**config.mk**
```make
export PLATFORM = sky130hd
export DESIGN_NAME = lcd_rom_sequencer
export DESIGN_NICKNAME = d
export VERILOG_FILES = /design/src/rtl/lcd_rom_sequencer.sv
export SDC_FILE = /design/constraint.sdc
export NUM_CORES = 1
export LEC_CHECK = 0
export BUFFER_PORTS_ARGS = -buffer_cell sky130_fd_sc_hd__buf_2
export CORE_MARGIN = 3
export CORE_UTILIZATION = 37
export CTS_CLUSTER_DIAMETER = 40
export DETAILED_ROUTE_END_ITERATION = 12
export PLACE_DENSITY = 0.61
export SETUP_SLACK_MARGIN = 0.15
export SYNTH_ARGS = -nofsm -noshare
export SYNTH_HDL_FRONTEND = slang
export SYNTH_SLANG_ARGS = --single-unit
```
**constraint.sdc**
```tcl
create_clock -name clk -period 4.5 [get_ports clk]
set_input_delay 0.9 -clock clk [delete_from_list [all_inputs] [get_ports clk]]
set_output_delay 0.9 -clock clk [all_outputs]
set_load 0.05 [all_outputs]
```
**src/rtl/lcd_rom_sequencer.sv**
```systemverilog
// lcd_rom_sequencer: HD44780 power-up/init, then streams {rs,byte} entries from rom_addr/rom_data onto lcd_rs/lcd_rw/lcd_e/lcd_db; start requests a message, busy/done report progress
module lcd_rom_sequencer #(
  parameter int ADDR_W = 6,
  parameter int ROM_DEPTH = 32,
  parameter int POWERUP_CYCLES = 750000,
  parameter int SETUP_CYCLES = 2,
  parameter int E_HIGH_CYCLES = 12,
  parameter int CMD_WAIT_CYCLES = 2000,
  parameter int CLEAR_WAIT_CYCLES = 82000
) (
  input  logic              clk,
  input  logic              rst,
  input  logic              start,
  output logic [ADDR_W-1:0] rom_addr,
  input  logic [8:0]        rom_data,
  output logic              lcd_rs,
  output logic              lcd_rw,
  output logic              lcd_e,
  output logic [7:0]        lcd_db,
  output logic              busy,
  output logic              done
);
  localparam int MAX_CYC = POWERUP_CYCLES > CLEAR_WAIT_CYCLES ? POWERUP_CYCLES : CLEAR_WAIT_CYCLES;
  localparam int CNT_W = $clog2(MAX_CYC + 1);
  localparam logic [CNT_W-1:0] PWRUP_LD = CNT_W'(POWERUP_CYCLES - 1);
  localparam logic [CNT_W-1:0] SETUP_LD = CNT_W'(SETUP_CYCLES - 1);
  localparam logic [CNT_W-1:0] EHIGH_LD = CNT_W'(E_HIGH_CYCLES - 1);
  localparam logic [CNT_W-1:0] CMD_LD = CNT_W'(CMD_WAIT_CYCLES - 1);
  localparam logic [CNT_W-1:0] CLEAR_LD = CNT_W'(CLEAR_WAIT_CYCLES - 1);
  localparam logic [ADDR_W-1:0] LAST = ADDR_W'(ROM_DEPTH - 1);
  typedef enum logic [2:0] {PWRUP, INIT, IDLE, FETCH, SETUP, EHIGH, WAIT} state_t;
  state_t state, state_n;
  logic [CNT_W-1:0] cnt, cnt_n;
  logic [ADDR_W-1:0] addr_n;
  logic rs_n, in_init, init_n, pending, pend_n, cnt_z, clear_cmd;
  logic [7:0] db_n, init_cmd;
  logic [1:0] idx, idx_n;
  assign init_cmd = idx == 2'd0 ? 8'h38 : idx == 2'd1 ? 8'h0C : idx == 2'd2 ? 8'h06 : 8'h01;
  assign clear_cmd = !lcd_rs && lcd_db[7:2] == 6'd0 && lcd_db[1:0] != 2'd0;
  assign cnt_z = cnt == '0;
  assign lcd_rw = 1'b0;
  assign lcd_e = state == EHIGH;
  assign busy = state != IDLE;
  always_ff @(posedge clk) begin
    if (rst) begin
      state <= PWRUP;
      cnt <= PWRUP_LD;
      rom_addr <= '0;
      lcd_rs <= 1'b0;
      lcd_db <= '0;
      idx <= '0;
      in_init <= 1'b1;
      pending <= 1'b0;
    end else begin
      state <= state_n;
      cnt <= cnt_n;
      rom_addr <= addr_n;
      lcd_rs <= rs_n;
      lcd_db <= db_n;
      idx <= idx_n;
      in_init <= init_n;
      pending <= pend_n;
    end
  end
  always_comb begin
    state_n = state;
    cnt_n = cnt - CNT_W'(1);
    addr_n = rom_addr;
    rs_n = lcd_rs;
    db_n = lcd_db;
    idx_n = idx;
    init_n = in_init;
    pend_n = pending | (start & in_init);
    done = 1'b0;
    case (state)
      PWRUP: state_n = cnt_z ? INIT : PWRUP;
      INIT: begin
        rs_n = 1'b0;
        db_n = init_cmd;
        state_n = SETUP;
        cnt_n = SETUP_LD;
      end
      IDLE: if (start || pending) begin
        state_n = FETCH;
        addr_n = '0;
        pend_n = 1'b0;
      end
      FETCH: begin
        rs_n = rom_data[8];
        db_n = rom_data[7:0];
        state_n = SETUP;
        cnt_n = SETUP_LD;
      end
      SETUP: if (cnt_z) begin
        state_n = EHIGH;
        cnt_n = EHIGH_LD;
      end
      EHIGH: if (cnt_z) begin
        state_n = WAIT;
        cnt_n = clear_cmd ? CLEAR_LD : CMD_LD;
      end
      WAIT: if (cnt_z) begin
        if (in_init) begin
          state_n = idx == 2'd3 ? IDLE : INIT;
          init_n = idx != 2'd3;
          idx_n = idx + 2'd1;
        end else if (rom_addr == LAST) begin
          done = 1'b1;
          state_n = IDLE;
        end else begin
          addr_n = rom_addr + ADDR_W'(1);
          state_n = FETCH;
        end
      end
      default: state_n = PWRUP;
    endcase
  end
endmodule

```
==> results.py, run 1 <==
metrics = {
    "worst_setup_path": {
        "cp_cell_sequence": "or4_4 > or4_1 > nor2_1 > nand2_1 > nor4_1 > buf_2",
        "crit_path_top_delay_cell": "or4_4",
        "crit_path_max_incr_delay_ps": 560,
        "crit_family": "simple AND/OR/NAND/NOR gates",
        "setup.reg_to_reg.worst_slack_ps": 1960,
        "arrival_ps": 2520,
        "critPathMaxFanout": 7,
        "required_ps": 3600,
        "startpoint": "cnt[12]$_SDFF_PP1_",
        "cp-end-kind": "output pin",
        "worst-path-buf-inv": 1,
        "worst-setup-path-type": "reg2out",
        "start_kind": "register",
        "r2r_start": "cnt[12]$_SDFF_PP1_",
    },
    "cts": {
        "hold_buffers": 0,
        "cts_resized": 0,
        "cts_tree": "done",
        "clk_path_buf_depth": 2,
        "cts_setup_buffers": 0,
        "cts.htree.levels": 2,
        "cts.sinks": 42,
        "cts.root.buffer_cell": "clkbuf_8",
        "clk_pin_slew_ps": 80,
        "worst_skew_pair.late_latency_ps": 300,
        "numCtsBuffers": 5,
    },
    "detailed_routing": {
        "drtAntennaViolNets": 0,
        "firstDrtPassIters": 4,
        "via_count": 1868,
        "drc_errors": 0,
        "routedWlPerCell_um": 13.42,
        "drt_iter0_markers": 66,
        "via_per_inst": 5.292,
        "routed_wl_um": 4739,
    },
    "global_route": {
        "grt_pass1_wl_um": 8086,
        "grt_pass1_vias": 1730,
        "grt-ovfl-total": 0,
        "grt-busiest-layer": "met2",
        "use_met2_pct": 24.52,
        "grt_use_met3_pct": 4.555,
        "antenna_found_initial": 0,
        "grt_max_degree": 22,
        "use_met1_pct": 20.28,
        "grt_use_total_pct": 15.54,
    },
    "timing": {
        "hold_viol": 0,
        "fin_worst_skew_ps": 5.839,
        "max-slew-margin-rel_pct": 26.21,
        "layout_min_cycle_time_ps": 3420,
        "rsz0062_at_grt": "no",
        "period_share_pct": 76.01,
        "fmax_ghz": 0.2924,
        "slew_viol_final": 0,
        "fin_tns_setup_ps": 0,
        "setup_violations": 0,
        "tightest_slew_ps": 1105,
    },
    "die": {
        "core_area_um2": 5574,
        "io_pins": 31,
        "die_h_um": 82.20,
        "fp-row-count": 27,
        "initial_core_util_pct": 38.54,
        "die_w_um": 82.20,
        "dieArea_um2": 6757,
    },
    "pwr": {
        "ir_drop_uv": 178.8,
        "p_per_area_nw_per_um2": 295.3,
        "p_switching_uw": 162.7,
        "sw_frac_of_total_pct": 22.56,
        "leakagePower_nw": 0.9070,
        "p_comb_share_pct": 5.2,
        "clockPowerShare_pct": 41.2,
        "intPower_uw": 558.6,
        "seq_power_share_pct": 53.5,
    },
    "hold_path": {
        "hp-start": "cnt[0]$_SDFF_PP1_",
        "min_path_type": "reg2reg",
    },
    "layout": {
        "stdcell_count": 353,
        "n_antenna_cell": 0,
        "final_common_cell": "dfxtp_1",
        "area_growth_pct": 13.69,
        "mostFrequentLayoutCells": "dfxtp_1, buf_2, o21ai_0",
        "nNetsFinal": 299,
        "layout-drive-gt1-share_pct": 14.59,
    },
    "logic_synthesis": {
        "ys.flop_type": "dfxtp_1",
        "syn_area_um2": 2148,
        "async_flop_share_pct": 0,
        "synth.distinct_cells": 43,
        "syn_nets": 276,
        "syn-instance-count": 257,
        "syn_area_per_cell_um2": 8.359,
        "ys_seq_area_share_pct": 39.14,
        "yosysWarnings": 0,
        "ys_ff_latch": 42,
        "synth_edf_count": 0,
    },
    "place": {
        "dp_hpwl_um": 3434,
        "portBuffers": 29,
        "dpl.cell_count": 345,
        "place_congestion": 0.8394,
    },
    "flow_run": {
        "drv_cap": 0,
    },
    "outcome": {
        "status": "finished, final reports clean",
    },
}
-- power groups by stage --
stage / Combinational, mW / Sequential (mW) / Clock, mW
2_1_floorplan: 0.0304 / 0.391 / 0
3_3_place_gp: 0.0383 / 0.395 / 0
3_5_place_dp: 0.0380 / 0.395 / 0
4_1_cts: 0.0382 / 0.386 / 0.307
5_1_grt: 0.0435 / 0.388 / 0.323
6_report: 0.0379 / 0.386 / 0.297
-- per-layer routing --
layer / vias to the layer above / part of all wire (%)
met5: - / 0
met4: 0 / 1.0
met3: 5 / 4.2
met2: 38 / 45
met1: 858 / 50
li1: 967 / -
-- worst reg2reg max path, cell delays in order, from the launching register on --
cell and delay [ps]:
dfxtp_1 360, or4_4 560, or4_1 540, or3_4 460, a211oi_4 320, o221ai_1 170
-- per-stage QoR --
step                      total power, mW  worst slack (ps)  hold slack [ps]  util, %  area [um^2]
after detailed placement           0.4330              1394            410.7    41.84         2332
final                              0.7213              1080            430.1    43.82         2442
after CTS                          0.7314              1054            432.3    43.82         2442
after floorplan                    0.4218             223.4            394.0        -         2148
after global placement             0.4331              1397            406.2    41.84         2332
after global routing               0.7546             974.5            455.3    43.82         2442
-- cell usage after synthesis (2+ instances only) --
library cell  count  area share, %
a211oi_1          6            2.1
a21o_1            3            1.0
a21oi_1          13            3.0
a31oi_1           2           0.58
and3_1            4            1.2
buf_2             2           0.47
clkbuf_1         10            1.7
dfxtp_1          42             39
ha_1              7            4.1
inv_1             8            1.4
mux2i_1           6            2.8
nand2_1          22            3.8
nand2b_1          6            1.7
nand3_1          10            2.3
nor2_1           22            3.8
nor2b_1           4            1.2
nor3_1            7            1.6
nor4_1            9            2.6
o211ai_1          6            2.1
o21a_1            2           0.70
o21ai_0          23            5.4
o311ai_0          2           0.82
o31ai_1           4            1.4
or4_1             2           0.70
xnor2_1          13            5.3
xor2_1            5            2.0
-- state kept, by name, indices dropped and copies added (netlist names) --
name      cells
lcd_rs        1
in_init       1
lcd_db        8
pending       1
state         3
idx           2
cnt          20
rom_addr      6
-- logic make-up after synthesis --
group	count (synthesis)	share of synthesized area (%)
simple gates	96	22.95
other cells	1	0.1746
flops	42	39.14
compound gates	65	19.39
buf+inv	22	4.135
mux	6	2.796
fa+ha+maj	7	4.077
xor+xnor	18	7.338
-- final timing paths --
| path | endpoint | cells after the start |
|---|---|---|
| worst min-delay path | cnt[0]$_SDFF_PP1_ | 1 |
| worst min register to register | cnt[0]$_SDFF_PP1_ | 1 |
| worst max register to register | cnt[7]$_SDFF_PP1_ | 5 |
| worst max-delay path | done | 6 |
-- area by class of cell --
| cell class | count | area, um^2 |
|---|---|---|
| well taps | 72 | 90.09 |
| repair buffers | 30 | 152.6 |
| clock buffers | 6 | 72.57 |
| multi-input cells | 193 | 1219 |
| flip-flops and latches | 42 | 840.8 |
| fillers | 569 | 3132 |
| inverters | 8 | 30.03 |
| clock inverters | 2 | 37.54 |
Power figures use the tool's default switching activity.
==> run 2, diff against run 1 <==
--- a/config.mk
+++ b/config.mk
@@ -5,12 +5,13 @@
 export SDC_FILE = /design/constraint.sdc
 export NUM_CORES = 1
 export LEC_CHECK = 0
+export ABC_AREA = 1
 export BUFFER_PORTS_ARGS = -buffer_cell sky130_fd_sc_hd__buf_2
 export CORE_MARGIN = 3
 export CORE_UTILIZATION = 37
 export CTS_CLUSTER_DIAMETER = 40
 export DETAILED_ROUTE_END_ITERATION = 12
-export PLACE_DENSITY = 0.61
+export PLACE_DENSITY = 0.62
 export SETUP_SLACK_MARGIN = 0.15
 export SYNTH_ARGS = -nofsm -noshare
 export SYNTH_HDL_FRONTEND = slang
==> constraint.sdc (replaced) <==
create_clock -name clk -period 3.1 [get_ports clk]
set_input_delay 0.62 -clock clk [delete_from_list [all_inputs] [get_ports clk]]
set_output_delay 0.62 -clock clk [all_outputs]
set_load 0.05 [all_outputs]
==> results.py, run 2 <==
metrics = {
    "layout": {
        "final_common_cell": "nand2_1",
        "layout-drive-gt1-share_pct": 19.23,
        "fillerInstances": 656,
        "regMostFlops": "cnt",
        "reg_top3": "cnt (20), lcd_db (8), rom_addr (6)",
        "area_growth_pct": 13.17,
        "mostFrequentLayoutCells": "nand2_1, nor2_1, dfxtp_1",
        "stdcell_count": 439,
        "final_util_pct": 43.90,
        "n_antenna_cell": 0,
        "nNetsFinal": 382,
        "largest_register_ffs": 20,
    },
    "pwr": {
        "leakagePower_nw": 1.120,
        "p_per_area_nw_per_um2": 383.4,
        "ir_drop_uv": 210.9,
        "power.total_mw": 1.014,
    },
    "cts": {
        "cts_setup_buffers": 0,
        "cts_resized": 0,
        "cts.root.buffer_cell": "clkbuf_8",
        "cts.htree.levels": 2,
        "clk_pin_slew_ps": 80,
        "hold_buffers": 0,
        "numCtsBuffers": 5,
        "cts.sinks": 42,
        "worst_skew_pair.late_latency_ps": 300,
        "clk_path_buf_depth": 2,
        "cts_tree": "done",
    },
    "timing": {
        "fin_ws_ps": 638.3,
        "max-slew-margin-rel_pct": 57.00,
        "fmax_ghz": 0.4062,
        "fin_tns_setup_ps": 0,
        "period_share_pct": 79.41,
        "setup_violations": 0,
        "layout_min_cycle_time_ps": 2462,
        "fin_worst_skew_ps": 7.599,
        "tightest_slew_ps": 644.4,
        "hold_viol": 0,
        "rsz0062_at_grt": "no",
        "slew_viol_final": 0,
    },
    "die": {
        "fp-row-count": 28,
        "core_area_um2": 6026,
        "initial_core_util_pct": 38.79,
        "io_pins": 31,
        "dieArea_um2": 7307,
        "die_w_um": 85.48,
        "die_h_um": 85.48,
    },
    "detailed_routing": {
        "routedWlPerCell_um": 12.03,
        "firstDrtPassIters": 4,
        "drtAntennaViolNets": 0,
        "drt_iter0_markers": 111,
        "via_count": 2152,
        "routed_wl_um": 5281,
        "via_per_inst": 4.902,
        "drc_errors": 0,
    },
    "worst_setup_path": {
        "worst_r2r_path_depth": 9,
        "cp_cell_sequence": "nand3_2 > inv_2 > nand3_1 > nor2_1 > buf_2",
        "worst-setup-path-type": "reg2out",
        "crit_path_top_delay_cell": "dfxtp_1",
        "crit_path_max_incr_delay_ps": 660,
        "start_kind": "register",
        "cp-end-kind": "output pin",
        "required_ps": 2480,
        "rr_endpoint": "cnt[4]$_SDFF_PP0_",
        "setup.reg_to_reg.worst_slack_ps": 1360,
        "r2r_start": "cnt[0]$_SDFF_PP1_",
        "arrival_ps": 1840,
        "critPathMaxFanout": 13,
    },
    "logic_synthesis": {
        "syn_nets": 354,
        "ys_ff_latch": 42,
        "synth.distinct_cells": 33,
        "async_flop_share_pct": 0,
        "synth_edf_count": 0,
        "yosysMostFrequentCell": "nand2_1",
        "synthTopCellsByArea": "dfxtp_1, nand2_1, nor2_1, a21oi_1, nand3_1",
        "synth_top_area_share_pct": 35.97,
        "synth_area_leader_cell": "dfxtp_1",
        "synth_top_cells_by_count": "nand2_1, nor2_1, dfxtp_1, inv_1",
        "syn_area_um2": 2337,
        "ys_seq_area_share_pct": 35.97,
        "ys.flop_type": "dfxtp_1",
        "syn-instance-count": 335,
        "yosysWarnings": 0,
        "syn_area_per_cell_um2": 6.977,
    },
    "outcome": {
        "status": "finished, final reports clean",
    },
    "place": {
        "dp_hpwl_um": 4037,
        "dpl.cell_count": 431,
        "portBuffers": 29,
        "pre_cts_ws_ps": 989.6,
        "place_congestion": 0.8103,
    },
    "global_route": {
        "grt-ovfl-total": 0,
        "antenna_found_initial": 0,
        "grt_pass1_wl_um": 9142,
        "grt_pass1_vias": 2010,
        "grt_use_total_pct": 15.49,
        "grt_max_degree": 21,
    },
    "hold_path": {
        "hp-start": "cnt[0]$_SDFF_PP1_",
        "hold_path_end": "cnt[0]$_SDFF_PP1_",
        "min_path_type": "reg2reg",
        "min_path_cells": 1,
    },
    "flow_run": {
        "drv_cap": 0,
    },
}
[run 2: worst max-delay path by stage]
stage,startpoint,to,slack (ps),depth (start not counted)
finish,state[1]$_SDFFE_PP0P_,done,640,5
floorplan,rom_addr[0]$_SDFFE_PP0P_,done,540,5
detailed placement,state[1]$_SDFFE_PP0P_,done,990,5
CTS,state[1]$_SDFFE_PP0P_,done,640,5
global route,state[1]$_SDFFE_PP0P_,done,460,5
global placement,state[1]$_SDFFE_PP0P_,done,1030,5
[run 2: layout make-up]
| type | instances | area (um^2) | share of cell area (%) |
|---|---|---|---|
| clock buffers | 5 | 68.82 | 2.602 |
| clock inverters | 3 | 40.04 | 1.514 |
| inverters | 31 | 116.4 | 4.399 |
| multi-input cells | 254 | 1340 | 50.66 |
| flip-flops and latches | 42 | 840.8 | 31.79 |
| well taps | 75 | 93.84 | 3.548 |
| repair buffers | 29 | 145.1 | 5.487 |
[run 2: metal layers]
| layer | vias up | track usage, % | share of wire [%] |
|---|---|---|---|
| li1 | 1146 | - | - |
| met3 | 6 | 4.369 | 4.6 |
| met4 | 0 | 3.885 | 1.0 |
| met1 | 963 | 19.69 | 47 |
| met2 | 37 | 25.85 | 47 |
| met5 | - | 0 | 0 |
[run 2: power breakdown]
part | internal [mW] | total (mW) | switching, mW
sequential | 0.543 | 0.546 | 0.00254
clock | 0.237 | 0.435 | 0.198
combinational | 0.0114 | 0.0329 | 0.0215
[run 2: per-stage QoR]
step           instance area (um^2)  hold slack [ps]
6_report                       2645            413.3
5_1_grt                        2645            436.8
4_1_cts                        2645            413.9
3_5_place_dp                   2536            394.5
3_3_place_gp                   2536            393.1
2_1_floorplan                  2337            380.7
[run 2: cells by family after synthesis]
kind of cell / Yosys count / synth area share (%)
simple gates: 186 / 37.69
compound gates: 46 / 10.49
flops: 42 / 35.97
buf+inv: 39 / 6.691
xor+xnor: 14 / 5.246
fa+ha+maj: 7 / 3.747
other cells: 1 / 0.1604
[run 2: worst max-delay path, delay by kind of cell (launching register included)]
kind	cells	cell delay (ps)
buffers and inverters	2	420
DFF	1	660
and+or+nand+nor	3	450
==> run 3, diff against run 2 <==
==> constraint.sdc (replaced) <==
create_clock -name clk -period 2.2 [get_ports clk]
set_input_delay 0.44 -clock clk [delete_from_list [all_inputs] [get_ports clk]]
set_output_delay 0.44 -clock clk [all_outputs]
set_load 0.05 [all_outputs]
==> results.py, run 3 (synthesis results as in run 2) <==
metrics = {
    "detailed_routing": {
        "routedWlPerCell_um": 12.29,
        "drtAntennaViolNets": 0,
        "routed_wl_um": 5444,
        "via_per_inst": 4.910,
        "firstDrtPassIters": 4,
        "via_count": 2175,
        "drc_errors": 0,
        "drt_iter0_markers": 98,
    },
    "pwr": {
        "p_per_area_nw_per_um2": 500.1,
        "leakagePower_nw": 1.130,
        "ir_drop_uv": 286.5,
    },
    "place": {
        "dp_hpwl_um": 4101,
        "place_congestion": 0.8620,
        "portBuffers": 29,
        "place_area_um2": 2561,
    },
    "cts": {
        "clk_pin_slew_ps": 90,
        "cts.root.buffer_cell": "clkbuf_8",
        "cts.htree.levels": 2,
        "numCtsBuffers": 5,
        "clk_path_buf_depth": 2,
        "worst_skew_pair.late_latency_ps": 300,
        "cts.sinks": 42,
        "cts_tree": "done",
    },
    "die": {
        "core_area_um2": 6026,
        "initial_core_util_pct": 38.79,
        "io_pins": 31,
        "die_h_um": 85.48,
        "die_w_um": 85.48,
        "dieArea_um2": 7307,
        "fp-row-count": 28,
    },
    "layout": {
        "final_common_cell": "nand2_1",
        "largest_register_ffs": 20,
        "n_antenna_cell": 0,
        "layout-drive-gt1-share_pct": 22.55,
        "final_util_pct": 44.83,
        "regMostFlops": "cnt",
        "nNetsFinal": 386,
        "mostFrequentLayoutCells": "nand2_1, nor2_1, dfxtp_1",
        "reg_top3": "cnt (20), lcd_db (8), rom_addr (6)",
        "area_growth_pct": 15.58,
        "stdcell_area_um2": 2701,
    },
    "flow_run": {
        "drv_cap": 0,
    },
    "timing": {
        "fin_worst_skew_ps": 7.371,
        "whs_ps": 398.8,
        "setup_violations": 0,
        "rsz0062_at_grt": "yes",
        "slew_viol_final": 0,
        "hold_viol": 0,
        "fmax_ghz": 0.5112,
        "tightest_slew_ps": 630.2,
        "layout_min_cycle_time_ps": 1956,
        "period_share_pct": 88.91,
        "max-slew-margin-rel_pct": 57.94,
        "fin_tns_setup_ps": 0,
    },
    "worst_setup_path": {
        "cp-end-kind": "output pin",
        "critPathCapture": "done",
        "r2r_start": "cnt[0]$_SDFF_PP1_",
        "start_kind": "register",
        "setup.reg_to_reg.worst_slack_ps": 420,
        "arrival_ps": 1520,
        "critPathMaxFanout": 4,
        "required_ps": 1760,
        "startpoint": "cnt[0]$_SDFF_PP1_",
        "worst_r2r_path_depth": 11,
        "worst-setup-path-type": "reg2out",
        "rr_endpoint": "cnt[15]$_SDFF_PP0_",
    },
    "global_route": {
        "grt_use_met3_pct": 4.078,
        "use_met2_pct": 28.04,
        "grt_max_degree": 21,
        "grt-busiest-layer": "met2",
        "grt_pass1_wl_um": 9673,
        "grt-ovfl-total": 0,
        "antenna_found_initial": 0,
        "use_met1_pct": 19.93,
        "grt_pass1_vias": 2153,
        "grt_use_total_pct": 16.54,
    },
    "outcome": {
        "status": "finished, final reports clean",
    },
    "hold_path": {
        "min_path_type": "in2reg",
    },
}
[run 3: worst max-delay path, stage by stage (launching register included)]
cell     delay (ps)
dfxtp_1         330
inv_2            80
ha_2            180
nand4_1         130
nor2_4          130
nand3_2         100
nor2_4          100
buf_6           160
[run 3: timing repair]
item | in CTS | in global routing
resized for setup | 6 | 4
endpoints found under the setup margin | 2 | 2
hold buffers | 0 | 0
buffers inserted | 1 | 1
gates cloned | 0 | 0
endpoints found under the hold margin | 0 | 0
pin swaps | 1 | 1
[run 3: worst min path at each step]
| stage | start | end | cells past startpoint |
|---|---|---|---|
| floorplan | cnt[0]$_SDFF_PP1_ | cnt[0]$_SDFF_PP1_ | 1 |
| global placement | cnt[0]$_SDFF_PP1_ | cnt[0]$_SDFF_PP1_ | 1 |
| detailed placement | cnt[0]$_SDFF_PP1_ | cnt[0]$_SDFF_PP1_ | 1 |
| CTS | rom_data[1] | lcd_db[1]$_SDFFE_PP0P_ | 3 |
| global route | rom_data[8] | lcd_rs$_SDFFE_PP0P_ | 3 |
| finish | rom_data[1] | lcd_db[1]$_SDFFE_PP0P_ | 3 |
[run 3: stage by stage]
stage	power [mW]	std cells	setup WS, ps
after floorplan	0.8184	335	293.8
after global placement	0.8354	433	354.8
after detailed placement	0.8349	433	297.5
after CTS	1.366	442	157.8
after global routing	1.408	443	109.9
final	1.351	443	243.9
[run 3: power by group]
group	total (mW)	switching [mW]	internal, mW
logic	0.0469	0.0305	0.0163
registers	0.770	0.00421	0.766
clock network	0.534	0.282	0.252
total	1.35	0.316	1.03
[run 3: final cells by class]
type	instances	area (um^2)
Fill cell	647	3324
Multi-Input combinational cell	254	1368
Sequential cell	42	844.6
Timing Repair Buffer	33	183.9
Inverter	31	116.4
Tap cell	75	93.84
Clock buffer	6	82.58
Clock inverter	2	12.51
[run 3: per-layer routing]
metal,wire (um),part of all wire (%)
met4,105,1.9
met1,2571,47
met2,2601,48
met3,166,3.0
met5,0,0
